==> config.mk <==
export PLATFORM = sky130hd
export DESIGN_NAME = uart_rx_param
export DESIGN_NICKNAME = d
export VERILOG_FILES = /design/src/rtl/uart_rx_pkg.sv /design/src/rtl/uart_rx_fifo.sv /design/src/rtl/uart_rx_param.sv
export SDC_FILE = /design/constraint.sdc
export NUM_CORES = 1
export LEC_CHECK = 0
export CAP_MARGIN = 25
export CORE_MARGIN = 2
export CORE_UTILIZATION = 63
export DETAILED_ROUTE_END_ITERATION = 8
export PLACE_DENSITY = 0.9
export SLEW_MARGIN = 20
export SYNTH_ARGS = -nofsm -noshare
export SYNTH_HDL_FRONTEND = slang
export SYNTH_SLANG_ARGS = --single-unit
export TNS_END_PERCENT = 100
==> constraint.sdc <==
create_clock -name clk -period 5.2 [get_ports clk]
set_input_delay 1.04 -clock clk [delete_from_list [all_inputs] [get_ports clk]]
set_output_delay 1.04 -clock clk [all_outputs]
set_load 0.02 [all_outputs]
==> src/rtl/uart_rx_pkg.sv <==
// Shared definitions for the parametrised UART receiver: FSM state
// encoding, legal prescale values and the 3-sample majority vote.
package uart_rx_pkg;

  typedef enum logic [2:0] {
    S_IDLE   = 3'd0,
    S_START  = 3'd1,
    S_DATA   = 3'd2,
    S_PARITY = 3'd3,
    S_STOP   = 3'd4,
    S_BREAK  = 3'd5
  } rx_state_e;

  localparam logic [5:0] PRESCALE_8  = 6'd8;
  localparam logic [5:0] PRESCALE_16 = 6'd16;
  localparam logic [5:0] PRESCALE_32 = 6'd32;

  // Resolved bit value from three samples taken around the bit centre.
  function automatic logic maj3(input logic a, input logic b, input logic c);
    return (a & b) | (a & c) | (b & c);
  endfunction

endpackage

==> src/rtl/uart_rx_fifo.sv <==
// Synchronous receive FIFO with registered occupancy count. A push is
// accepted when there is room, or when the full FIFO is popped in the
// same cycle. The head word reads as zero while the FIFO is empty.
module uart_rx_fifo
  import uart_rx_pkg::*;
#(
  parameter int DATA_WIDTH = 8,
  parameter int FIFO_DEPTH = 4
) (
  input  logic                  clk,
  input  logic                  rst,
  input  logic                  push,
  input  logic [DATA_WIDTH-1:0] wdata,
  input  logic                  pop,
  output logic [DATA_WIDTH-1:0] rdata,
  output logic                  full,
  output logic                  empty
);

  localparam int AW = $clog2(FIFO_DEPTH);
  localparam logic [AW:0] DEPTH = (AW+1)'(FIFO_DEPTH);

  logic [DATA_WIDTH-1:0] mem [FIFO_DEPTH];
  logic [AW-1:0]         wr_ptr;
  logic [AW-1:0]         rd_ptr;
  logic [AW:0]           count;
  logic                  do_push;
  logic                  do_pop;

  assign full    = (count == DEPTH);
  assign empty   = (count == '0);
  assign do_pop  = pop && !empty;
  assign do_push = push && (!full || do_pop);
  assign rdata   = empty ? '0 : mem[rd_ptr];

  // Pointer and occupancy bookkeeping.
  // NOTE: sequential state uses non-blocking assignments so every flop
  // samples the pre-edge values, independent of statement order.
  always_ff @(posedge clk) begin
    if (rst) begin
      wr_ptr <= '0;
      rd_ptr <= '0;
      count  <= '0;
    end else begin
      if (do_push) wr_ptr <= wr_ptr + 1'b1;
      if (do_pop)  rd_ptr <= rd_ptr + 1'b1;
      case ({do_push, do_pop})
        2'b10:   count <= count + 1'b1;
        2'b01:   count <= count - 1'b1;
        default: count <= count;
      endcase
    end
  end

  // Storage array write port.
  // NOTE: the array is deliberately not reset; empty gating on rdata
  // hides stale contents, and a resettable array would not map to RAM.
  always_ff @(posedge clk) begin
    if (do_push) mem[wr_ptr] <= wdata;
  end

endmodule

==> src/rtl/uart_rx_param.sv <==
// Oversampling UART receiver: 2-flop synchroniser, edge/bit counters,
// 3-sample majority vote, frame FSM, error pulses and a receive FIFO.
// Optional feature macro: UART_RX_BREAK_DET_EN (break detection and the
// BREAK state). Without it brk_det is tied low.
module uart_rx_param
  import uart_rx_pkg::*;
#(
  parameter int DATA_WIDTH = 8,
  parameter int FIFO_DEPTH = 4
) (
  input  logic                  clk,
  input  logic                  rst,
  input  logic                  RX_IN,
  input  logic                  PAR_EN,
  input  logic                  PAR_TYP,
  input  logic                  STP2_EN,
  input  logic [5:0]            prescale,
  output logic [DATA_WIDTH-1:0] rx_data,
  output logic                  rx_valid,
  input  logic                  rx_ready,
  output logic                  par_err,
  output logic                  stp_err,
  output logic                  strt_glitch,
  output logic                  overrun,
  output logic                  brk_det
);

  localparam logic [2:0] ST_IDLE   = S_IDLE;
  localparam logic [2:0] ST_START  = S_START;
  localparam logic [2:0] ST_DATA   = S_DATA;
  localparam logic [2:0] ST_PARITY = S_PARITY;
  localparam logic [2:0] ST_STOP   = S_STOP;
`ifdef UART_RX_BREAK_DET_EN
  localparam logic [2:0] ST_BREAK  = S_BREAK;
`endif
  localparam logic [3:0] LAST_BIT  = 4'(DATA_WIDTH - 1);

  logic                  sync1, rx_s, rx_prev;
  logic [2:0]            state;
  logic [5:0]            p_lat;
  logic [5:0]            edge_cnt;
  logic [3:0]            bit_cnt;
  logic                  par_en_l, par_typ_l, stp2_l;
  logic                  s0, s1;
  logic [DATA_WIDTH-1:0] shreg;
  logic                  par_flag;
`ifdef UART_RX_BREAK_DET_EN
  logic                  par_bit;
`endif

  logic [5:0] half, samp_a, samp_b, samp_c;
  logic       wrap, active, at_resolve, resolved, fall;
  logic       frame_end, brk_hit, push_req;
  logic       fifo_full, fifo_empty;

  // Sample points, bit resolution and frame-end decode.
  // NOTE: every always_comb output gets a default first so no path can
  // leave it unassigned and infer a latch.
  always_comb begin
    half       = '0;
    samp_a     = '0;
    samp_b     = '0;
    samp_c     = '0;
    wrap       = 1'b0;
    active     = 1'b0;
    at_resolve = 1'b0;
    resolved   = 1'b0;
    fall       = 1'b0;
    frame_end  = 1'b0;
    brk_hit    = 1'b0;
    push_req   = 1'b0;

    half       = {1'b0, p_lat[5:1]};
    samp_a     = half - 6'd1;
    samp_b     = half;
    samp_c     = half + 6'd1;
    wrap       = (edge_cnt == p_lat - 6'd1);
    active     = (state == ST_START) || (state == ST_DATA) ||
                 (state == ST_PARITY) || (state == ST_STOP);
    at_resolve = active && (edge_cnt == samp_c);
    resolved   = maj3(s0, s1, rx_s);
    fall       = rx_prev && !rx_s;
    // A frame ends on the first stop bit that resolves low, or on the
    // last stop bit otherwise.
    frame_end  = (state == ST_STOP) && at_resolve &&
                 (!resolved || !stp2_l || bit_cnt[0]);
`ifdef UART_RX_BREAK_DET_EN
    brk_hit    = frame_end && !resolved && (bit_cnt == 4'd0) &&
                 (shreg == '0) && (!par_en_l || !par_bit);
`endif
    push_req   = frame_end && resolved && !par_flag;
  end

  // Two-flop synchroniser plus one delayed copy for falling-edge detect.
  always_ff @(posedge clk) begin
    if (rst) begin
      sync1   <= 1'b1;
      rx_s    <= 1'b1;
      rx_prev <= 1'b1;
    end else begin
      sync1   <= RX_IN;
      rx_s    <= sync1;
      rx_prev <= rx_s;
    end
  end

  // Capture the first two votes; the third is rx_s at the resolve edge.
  always_ff @(posedge clk) begin
    if (rst) begin
      s0 <= 1'b1;
      s1 <= 1'b1;
    end else begin
      if (edge_cnt == samp_a) s0 <= rx_s;
      if (edge_cnt == samp_b) s1 <= rx_s;
    end
  end

  // Frame FSM with edge and bit counters; config is frozen at the start edge.
  always_ff @(posedge clk) begin
    if (rst) begin
      state     <= ST_IDLE;
      p_lat     <= PRESCALE_16;
      edge_cnt  <= '0;
      bit_cnt   <= '0;
      par_en_l  <= 1'b0;
      par_typ_l <= 1'b0;
      stp2_l    <= 1'b0;
      shreg     <= '0;
      par_flag  <= 1'b0;
    end else begin
      if (active) edge_cnt <= wrap ? 6'd0 : edge_cnt + 6'd1;
      case (state)
        ST_IDLE: begin
          if (fall) begin
            // Anything other than a legal prescale falls back to 16.
            p_lat     <= (prescale == PRESCALE_8 || prescale == PRESCALE_16 ||
                          prescale == PRESCALE_32) ? prescale : PRESCALE_16;
            par_en_l  <= PAR_EN;
            par_typ_l <= PAR_TYP;
            stp2_l    <= STP2_EN;
            edge_cnt  <= '0;
            bit_cnt   <= '0;
            par_flag  <= 1'b0;
            state     <= ST_START;
          end
        end
        ST_START: begin
          if (at_resolve && resolved) begin
            state <= ST_IDLE;
          end else if (wrap) begin
            bit_cnt <= '0;
            state   <= ST_DATA;
          end
        end
        ST_DATA: begin
          if (at_resolve) shreg <= {resolved, shreg[DATA_WIDTH-1:1]};
          if (wrap) begin
            if (bit_cnt == LAST_BIT) begin
              bit_cnt <= '0;
              state   <= par_en_l ? ST_PARITY : ST_STOP;
            end else begin
              bit_cnt <= bit_cnt + 4'd1;
            end
          end
        end
        ST_PARITY: begin
          if (at_resolve) par_flag <= ((^shreg) ^ resolved) != par_typ_l;
          if (wrap) begin
            bit_cnt <= '0;
            state   <= ST_STOP;
          end
        end
        ST_STOP: begin
          if (frame_end) begin
`ifdef UART_RX_BREAK_DET_EN
            state <= brk_hit ? ST_BREAK : ST_IDLE;
`else
            state <= ST_IDLE;
`endif
          end else if (wrap) begin
            bit_cnt <= bit_cnt + 4'd1;
          end
        end
`ifdef UART_RX_BREAK_DET_EN
        ST_BREAK: begin
          if (rx_s) state <= ST_IDLE;
        end
`endif
        default: state <= ST_IDLE;
      endcase
    end
  end

`ifdef UART_RX_BREAK_DET_EN
  // Remember the received parity bit; only break qualification needs it.
  always_ff @(posedge clk) begin
    if (rst) begin
      par_bit <= 1'b0;
    end else if (state == ST_PARITY && at_resolve) begin
      par_bit <= resolved;
    end
  end

  // Break pulse replaces the stop error for an all-zero frame.
  always_ff @(posedge clk) begin
    if (rst) brk_det <= 1'b0;
    else     brk_det <= brk_hit;
  end
`else
  assign brk_det = 1'b0;
`endif

  // Registered one-cycle error pulses, aligned with push visibility.
  always_ff @(posedge clk) begin
    if (rst) begin
      strt_glitch <= 1'b0;
      par_err     <= 1'b0;
      stp_err     <= 1'b0;
      overrun     <= 1'b0;
    end else begin
      strt_glitch <= (state == ST_START) && at_resolve && resolved;
      par_err     <= frame_end && par_flag && !brk_hit;
      stp_err     <= frame_end && !resolved && !brk_hit;
      overrun     <= push_req && fifo_full && !rx_ready;
    end
  end

  uart_rx_fifo #(
    .DATA_WIDTH (DATA_WIDTH),
    .FIFO_DEPTH (FIFO_DEPTH)
  ) u_fifo (
    .clk   (clk),
    .rst   (rst),
    .push  (push_req),
    .wdata (shreg),
    .pop   (rx_ready),
    .rdata (rx_data),
    .full  (fifo_full),
    .empty (fifo_empty)
  );

  assign rx_valid = !fifo_empty;

endmodule

==> qor.csv <==
stage,metric,value,unit
run_status,status,"finished, final reports clean",
worst_hold_path,Hold WC Path Type,reg2reg,
synth,Synth top area share,24.7,%
sta,setup TNS,0,ps
die,# IOs,27,
sta,crit path time final,3340,ps
die,area of the core,0.00599,mm2
sta,"Setup violations, final",0,
worst_hold_path,hold endpoint,rx_s,
pwr,Power per Cell Area,264,mW/mm2
layout,Ant. Diodes,0,
synth,Async SR Flop Fraction,0,%
route,Vias per Instance,5.91,
clock_tree,post-CTS setup buffer count,0,
layout,Nets,409,
critical_path,Worst Setup End Kind,primary output,
die,Die Ht,83.3,um
layout,post-route insts no fill,466,
synth,ys flop type,dfxtp_1,
clock_tree,Clock Sink Count,81,
clock_tree,Clock Latency Late Sink,350,ps
route,via count,2756,
route,drt drc,0,
synth,library cells used by synthesis,56,
global_route,vias in the first global route,2693,
worst_hold_path,HP Start,sync1,
sta,RSZ-0062 raised after global routing,false,
synth,post-synth net total,396,
critical_path,cells on worst reg2reg path,6,
critical_path,RR Endpoint,u_fifo.mem[3][2],
synth,Mean Syn Cell Area,10.6,um2
clock_tree,H-tree depth,3,
pwr,Worst VDD drop,0.190,mV
critical_path,Worst Path Arrival,2300,ps
synth,synth cell count leaders,"49 x dfxtp_1, 35 x nor2_1, 32 x edfxtp_1, 26 x nand2_1, 21 x xnor2_1",
sta,f_max,0.300,GHz
synth,Synth Register Bits,81,
global_route,pin count of the biggest net entering global routing,32,
critical_path,FF-to-FF setup slack,2030,ps
clock_tree,CTS resizes,0,
critical_path,critical path peak fanout,8,
global_route,total gr overflow,0,
clock_tree,hold_buf cts,0,
route,Routed Antenna Nets,0,
placement,dpl hpwl,5340,um
layout,fraction of layout cells with a size suffix above 1,10.2,%
die,Starting Density,66.2,%
critical_path,startpoint types,flop,
clock_tree,CTS tree,done,
sta,clk_skew,5.11,ps
sta,relative slew slack,57.4,%
clock_tree,clock-pin slew on the worst setup and hold paths,80,ps
die,die width,83.3,um
route,final WL,7570,um
placement,# port buffers,25,
route,First-pass DRT Iterations,4,
global_route,Global Route Usage Sum,23.1,%
pwr,leakage,1.51,nW
sta,max-slew violations,0,
layout,Area Overhead vs Synth,11.1,%
worst_hold_path,hold depth,1,
route,DRT iter0 DRCs,200,
job,Max Cap Violations,0,
critical_path,worst setup path class,reg2out,
synth,leading area contributor after synthesis,dfxtp_1,
synth,Post-synth EDFFs,32,
global_route,antenna violations before repair,0,
clock_tree,Max clock buf depth,2,
synth,YS warnings,0,
sta,Worst Tran Pin Value,633,ps
placement,Final GP Congestion,0.895,
critical_path,Crit Reg-Reg Startpoint,state[0],
die,row cnt,28,
clock_tree,root buf cell,clkbuf_8,
synth,register area share after synthesis,49.0,%
synth,"count leader, synth",dfxtp_1,
die,die area,0.00695,mm2
synth,Synth Instances,373,
critical_path,"Req. time, crit path",4160,ps
synth,Synth area leaders,"dfxtp_1 25%, edfxtp_1 24%, xnor2_1 4.6%, mux4_2 4.5%, xor2_1 3.5%",
global_route,first-pass GRT wire length,13000,um
placement,Post-Place Cells,450,
sta,endpoints failing hold,0,
clock_tree,TritonCTS Buffers,9,
route,DR WL/cell,16.2,um
sta,Tcrit/Tclk final,64.2,%
synth,Post-Syn Area,0.00397,mm2
worst max-delay path by stage:
stage / end / slack (ps) / cells after the start
finish: rx_data[5] / 1860 / 3
CTS: rx_data[5] / 1810 / 3
global placement: u_fifo.mem[1][3] / 2260 / 5
detailed placement: u_fifo.mem[0][3] / 2100 / 6
global route: rx_data[5] / 1710 / 3
floorplan: u_fifo.count[2] / 2450 / 11
logic make-up (layout without fill, tap and decap cells):
| group | Yosys count | after routing | share of synthesized area [%] |
|---|---|---|---|
| DFF | 81 | 81 | 49.0 |
| xor gates and xnor gates | 38 | 38 | 8.58 |
| AOI/OAI and AO/OA | 39 | 39 | 6.06 |
| muxes | 22 | 22 | 8.11 |
| adders and majority gates | 12 | 12 | 3.85 |
| and+or+nand+nor | 145 | 145 | 20.3 |
| other | 1 | 1 | 0.0945 |
| buffers and inverters | 35 | 53 | 4.07 |
critical path, stage by stage, from the launching register on:
cell and delay (ps):
dfxtp_1 650, mux4_2 560, and2_1 180, clkdlybuf4s50_1 550
routing by layer:
metal	share of wire, %	GRT usage (%)
met1	46	30.8
met2	49	38.5
met4	1.2	7.45
met3	4.0	4.17
met5	0	0
final cells by class:
class / count / area [um2]
clock buffers: 9 / 124
clock inverters: 7 / 77.6
fillers: 395 / 1580
inverters: 9 / 33.8
multi-input cells: 257 / 1860
flip-flops and latches: 81 / 1940
well taps: 75 / 93.8
repair buffers: 28 / 273
state kept, by name (all words and copies together), names as in the netlist, 2 cells and up, named ones only:
name           count
state              3
u_fifo.rd_ptr      2
u_fifo.count       3
shreg              8
edge_cnt           6
p_lat              6
u_fifo.mem        32
u_fifo.wr_ptr      2
bit_cnt            4
per-stage QoR:
| step | setup WS, ps | hold WS, ps | power (mW) | cell area [um2] | util, % |
|---|---|---|---|---|---|
| 6_report | 1860 | 420 | 1.16 | 4410 | 73.6 |
| 5_1_grt | 1710 | 448 | 1.21 | 4410 | 73.6 |
| 2_1_floorplan | 2450 | 393 | 0.703 | 3970 | - |
| 4_1_cts | 1810 | 422 | 1.17 | 4410 | 73.6 |
| 3_3_place_gp | 2260 | 397 | 0.716 | 4210 | 70.2 |
| 3_5_place_dp | 2100 | 404 | 0.717 | 4210 | 70.2 |
cells in the final DEF (no fill, tap or decap), types with 13 or more instances in the layout:
cell type         n
dfxtp_1          49
nor2_1           35
edfxtp_1         32
nand2_1          26
clkdlybuf4s50_1  25
xnor2_1          21
a21oi_1          17
xor2_1           16
and2_1           13
mux2i_1          13
power breakdown:
part           leakage, nW  switching, mW  internal, mW  total [mW]
clock network        0.101          0.232         0.227       0.459
registers            0.692        0.00561         0.657       0.663
logic                0.721         0.0211        0.0197      0.0408
total                 1.51          0.259         0.903        1.16
No activity file was read; power rests on OpenSTA's default activity.
